<file path="config.mk">
export PLATFORM = sky130hd
export DESIGN_NAME = pipeline_hazard_ctrl
export DESIGN_NICKNAME = d
export VERILOG_FILES = /design/src/rtl/pipeline_hazard_ctrl.sv
export SDC_FILE = /design/constraint.sdc
export NUM_CORES = 1
export LEC_CHECK = 0
export CORE_AREA = 3 3 40 42
export DETAILED_ROUTE_END_ITERATION = 10
export DIE_AREA = 0 0 43 45
export PLACE_DENSITY = 0.66
export SKIP_CTS_REPAIR_TIMING = 1
export SYNTH_ARGS = -nofsm -noshare
export SYNTH_HDL_FRONTEND = slang
export SYNTH_SLANG_ARGS = --single-unit
</file>
<file path="constraint.sdc">
create_clock -name clk -period 1.72 [get_ports clk]
set_input_delay 0.344 -clock clk [delete_from_list [all_inputs] [get_ports clk]]
set_output_delay 0.344 -clock clk [all_outputs]
set_load 0.03 [all_outputs]
</file>
<file path="src/rtl/pipeline_hazard_ctrl.sv">
// Pipeline sequencing for the five-stage core: per-stage go/clear strobes and pc_en
// covering load-use stalls, redirect flushes and syscall halt/resume. Optional perf counters: HAZ_PERF_CNT_EN.
module pipeline_hazard_ctrl #(
    parameter int LOAD_STALL = 1,
    parameter int CNT_W      = 16
) (
    input  logic             clk,
    input  logic             rst,
    input  logic [4:0]       id_rs,
    input  logic [4:0]       id_rt,
    input  logic             id_uses_rs,
    input  logic             id_uses_rt,
    input  logic             ex_mem_read,
    input  logic [4:0]       ex_rd,
    input  logic             ex_redirect,
    input  logic             id_halt,
    input  logic             resume,
    output logic             pc_en,
    output logic             if_id_go,
    output logic             if_id_clear,
    output logic             id_ex_go,
    output logic             id_ex_clear,
    output logic             ex_mem_go,
    output logic             mem_wb_go,
    output logic             halted,
    output logic [1:0]       state
`ifdef HAZ_PERF_CNT_EN
    ,
    output logic [CNT_W-1:0] stall_cnt,
    output logic [CNT_W-1:0] flush_cnt
`endif
);

    typedef enum logic [1:0] {
        ST_RUN   = 2'b00,
        ST_STALL = 2'b01,
        ST_HALT  = 2'b10
    } state_t;

    localparam logic [2:0] STALL_INIT  = 3'(LOAD_STALL - 1);
    localparam logic       MULTI_STALL = (LOAD_STALL > 1);

    state_t     state_q, state_d;
    logic [2:0] cnt_q, cnt_d;
    logic       resumed_q, resumed_d;
    logic       hazard;

    assign hazard = ex_mem_read && (ex_rd != 5'd0) &&
                    ((id_uses_rs && (id_rs == ex_rd)) || (id_uses_rt && (id_rt == ex_rd)));

    assign state  = state_q;
    assign halted = (state_q == ST_HALT);

    always_comb begin
        state_d     = state_q;
        cnt_d       = cnt_q;
        resumed_d   = 1'b0;
        pc_en       = 1'b1;
        if_id_go    = 1'b1;
        if_id_clear = 1'b0;
        id_ex_go    = 1'b1;
        id_ex_clear = 1'b0;
        ex_mem_go   = 1'b1;
        mem_wb_go   = 1'b1;
        case (state_q)
            ST_RUN: begin
                if (ex_redirect) begin
                    if_id_clear = 1'b1;
                    id_ex_clear = 1'b1;
                end else if (hazard) begin
                    pc_en       = 1'b0;
                    if_id_go    = 1'b0;
                    id_ex_clear = 1'b1;
                    cnt_d       = STALL_INIT;
                    if (MULTI_STALL) state_d = ST_STALL;
                end else if (id_halt && !resumed_q) begin
                    // The halt op itself moves on to EX; younger fetches are held.
                    pc_en    = 1'b0;
                    if_id_go = 1'b0;
                    state_d  = ST_HALT;
                end
            end
            ST_STALL: begin
                if (ex_redirect) begin
                    if_id_clear = 1'b1;
                    id_ex_clear = 1'b1;
                    cnt_d       = 3'd0;
                    state_d     = ST_RUN;
                end else begin
                    pc_en       = 1'b0;
                    if_id_go    = 1'b0;
                    id_ex_clear = 1'b1;
                    cnt_d       = cnt_q - 3'd1;
                    if (cnt_q == 3'd1) state_d = ST_RUN;
                end
            end
            ST_HALT: begin
                pc_en       = 1'b0;
                if_id_go    = 1'b0;
                id_ex_clear = 1'b1;
                // The halt op is still in ID on exit, so the first RUN cycle ignores id_halt.
                if (resume) begin
                    state_d   = ST_RUN;
                    resumed_d = 1'b1;
                end
            end
            default: state_d = ST_RUN;
        endcase
        if (rst) begin
            pc_en       = 1'b0;
            if_id_go    = 1'b0;
            if_id_clear = 1'b1;
            id_ex_go    = 1'b0;
            id_ex_clear = 1'b1;
            ex_mem_go   = 1'b0;
            mem_wb_go   = 1'b0;
        end
    end

    always_ff @(posedge clk) begin
        if (rst) begin
            state_q   <= ST_RUN;
            cnt_q     <= 3'd0;
            resumed_q <= 1'b0;
        end else begin
            state_q   <= state_d;
            cnt_q     <= cnt_d;
            resumed_q <= resumed_d;
        end
    end

`ifdef HAZ_PERF_CNT_EN
    logic [CNT_W-1:0] stall_cnt_q, stall_cnt_d;
    logic [CNT_W-1:0] flush_cnt_q, flush_cnt_d;

    always_comb begin
        stall_cnt_d = stall_cnt_q;
        flush_cnt_d = flush_cnt_q;
        if (!pc_en && (state_q != ST_HALT) && (stall_cnt_q != '1))
            stall_cnt_d = stall_cnt_q + 1'b1;
        if (ex_redirect && (flush_cnt_q != '1))
            flush_cnt_d = flush_cnt_q + 1'b1;
    end

    always_ff @(posedge clk) begin
        if (rst) begin
            stall_cnt_q <= '0;
            flush_cnt_q <= '0;
        end else begin
            stall_cnt_q <= stall_cnt_d;
            flush_cnt_q <= flush_cnt_d;
        end
    end

    assign stall_cnt = stall_cnt_q;
    assign flush_cnt = flush_cnt_q;
`endif

endmodule

</file>
==> impl_results.md <==
- Min-delay worst type: flip-flop to flip-flop
- Drt pass-1 iters: 2
- Synth Cell Area: 305.3 µm²
- Worst slack, placed: -0.4795 ns
- DRC: 0
- Area of the multi-input gates: 277.8 µm²
- Int Power: 238.8 µW
- Violated checks: negative setup slack
- Psw: 117.5 µW
- Crit Path Class: input port to output port
- Sequential area share after synthesis: 13.11%
- Register area: 40.04 µm²
- Clock slew at the register clock pins of the worst setup and hold paths: 0.03 ns
- Max clock buf depth: 2
- Synth unique cells: 21
- Mapped Cells: 41
- Ports: 33
- HPWL Detailed: 873.6 µm
- Nets: 105
- Row Count: 13
- Period utilisation layout: 111.7%
- Die ar.: 0.001935 mm²
- Peak VDD IR: 212.3 µV
- TritonCTS clock tree: done
- Post-synthesis net count: 64
- Port bufs: 31
- Post-synthesis average cell area: 7.446 µm²
- Root Driver: clkbuf_4
- Setup Skew: 0.0002372 ns
- Clk network pwr share: 27.5%
- Final min period: 1.921 ns
- Antenna Nets Post-Route: 0
- Leading area contributor after synthesis: xnor2_1
- PwrDens: 462.3 mW/mm²
- First-pass GRT wire length: 1.600 mm
- RD Place Congestion: 0.7020
- Most frequent cells in the layout: 14 x buf_4, 12 x dlymetal6s2s_1, 9 x clkdlybuf4s50_1
- Largest net degree at the start of global routing: 7
- Share of layout cells above drive strength 1: 40.00%
- RSZ-0062 raised after global routing: yes
- Total global routing overflow: 0
- Post-route setup slack: -0.2015 ns
- GRT Total Usage: 10.54%
- Status: complete, but fails checks
- Die H: 45 µm
- Initial Util: 23.76%
- Vias in the first global route: 401
- FF+latch count, synth: 2
- Total CTS buffers: 3
- H-tree Lvls: 1
- Max-cap violations: 0
- # setup viols final: 3
- Average wire per standard cell: 10.84 µm
- Part of the power in combinational logic: 57.6%
- Top cells by area, synth: xnor2_1 29%, dfxtp_1 13%, buf_4 12%, nand4_1 4.1%, inv_1 3.7%
- Seq pwr share: 14.9%
- Crit-path cells: buf_6 > or4_4 > o21ai_4 > nor2_4 > a21oi_4 > buf_6
- CP Max Fanout: 3
- Ys Warns: 0
- Slowest stage delay, CP: 0.54 ns
- Vias: 413
- Clock Sinks: 2
- Fill cells: 130
- ANT cells: 0
- Vias per inst: 4.347
- Die X: 43 µm
- Critical Path RT: 1.38 ns
- Clock latency on the worst-skew pair: 0.22 ns
- CP Capture Type: output port
- Max-slew violations: 0
- Synth-to-Final Area Change: 152.5%
- Critical Path AT: 1.58 ns
- Core Region: 0.001285 mm²
- Commonest non-fill, non-tap cell in the layout: buf_4
- Initial antenna violation count: 0
- FMAX: 520.4 MHz
- Crit start category: input port
- Total Neg Setup Slack: -0.4701 ns
- Final Hold Vio Count: 0
- Most frequent CP cell: buf_6
- 1st-iter DRT viols: 2
- Drt total wl: 1.030 mm
- Pleak: 0.4222 nW
- Slowest library cell on the worst path: or4_4
- Synth top area share: 28.69%
- Sw frac: 32.99%
[final cells by class]
| class | count | area share (%) |
|---|---|---|
| timing repair buffer | 41 | 51.95 |
| multi-input combinational | 31 | 36.04 |
| sequential | 2 | 5.195 |
| clock buffer | 3 | 2.922 |
| tap | 15 | 2.435 |
| inverter | 3 | 1.461 |
[layer usage]
| metal | GRT usage [%] | up-vias | routed length [µm] |
|---|---|---|---|
| met5 | 0 | - | 0 |
| met4 | 1.807 | 0 | 0 |
| met3 | 2.390 | 0 | 154 |
| met2 | 20.06 | 28 | 479 |
| met1 | 12.17 | 169 | 397 |
| li1 | - | 216 | - |
[cell usage after synthesis, drive strengths merged]
cell     n
nor4     1
nand4    2
nand2    2
nand2b   1
nor3     2
o22ai    1
nor2     1
a21o     1
o22a     1
or4      1
conb     1
o21ai    3
xnor2   10
buf      5
dfxtp    2
and3     1
inv      3
o211ai   1
a21oi    2
[path summary, 6_finish.rpt]
check             depth (start not counted)     start        end  slack, ns
setup / recovery                          6  ex_rd[2]      pc_en      -0.20
hold / removal                            1  state[1]  resumed_q       0.55
setup reg to reg                          3  state[1]   state[1]       0.75
hold reg to reg                           1  state[1]  resumed_q       0.55
[per-stage QoR]
| step | instance area (µm²) | std cells | utilization [%] | hold slack (ns) | power [mW] |
|---|---|---|---|---|---|
| 4_1_cts | 676.9 | 94 | 52.68 | 0.5545 | 0.3472 |
| 5_1_grt | 770.7 | 95 | 59.98 | 0.5901 | 0.3829 |
| 2_1_floorplan | 316.6 | 41 | - | 0.5032 | 0.1487 |
| 3_3_place_gp | 654.4 | 91 | 50.93 | 0.5438 | 0.2408 |
| 3_5_place_dp | 654.4 | 91 | 50.93 | 0.5512 | 0.2441 |
| 6_report | 770.7 | 95 | 59.98 | 0.5502 | 0.3563 |
[kinds of logic after synthesis]
family / share of synthesized area [%]
simple gates: 20.50
xor+xnor: 28.69
compound gates: 20.50
buf+inv: 15.98
flops: 13.12
other cells: 1.228
[sequential cells by signal (all words and copies together), names as in the netlist]
| name | flops |
|---|---|
| state | 1 |
| resumed_q | 1 |
[power groups by stage]
| stage | sequential (mW) | clock, mW | combinational, mW |
|---|---|---|---|
| 4_1_cts | 0.0532 | 0.104 | 0.191 |
| 3_5_place_dp | 0.0539 | 0 | 0.190 |
| 5_1_grt | 0.0538 | 0.109 | 0.220 |
| 6_report | 0.0532 | 0.0981 | 0.205 |
| 3_3_place_gp | 0.0537 | 0 | 0.187 |
| 2_1_floorplan | 0.0577 | 0 | 0.0910 |
[critical path, delay by kind of cell]
| family | cells | cell delay (ns) |
|---|---|---|
| AOI/OAI and AO/OA | 2 | 0.38 |
| and+or+nand+nor | 2 | 0.60 |
| buffers and inverters | 2 | 0.24 |
No activity file was read; power rests on OpenSTA's default activity.
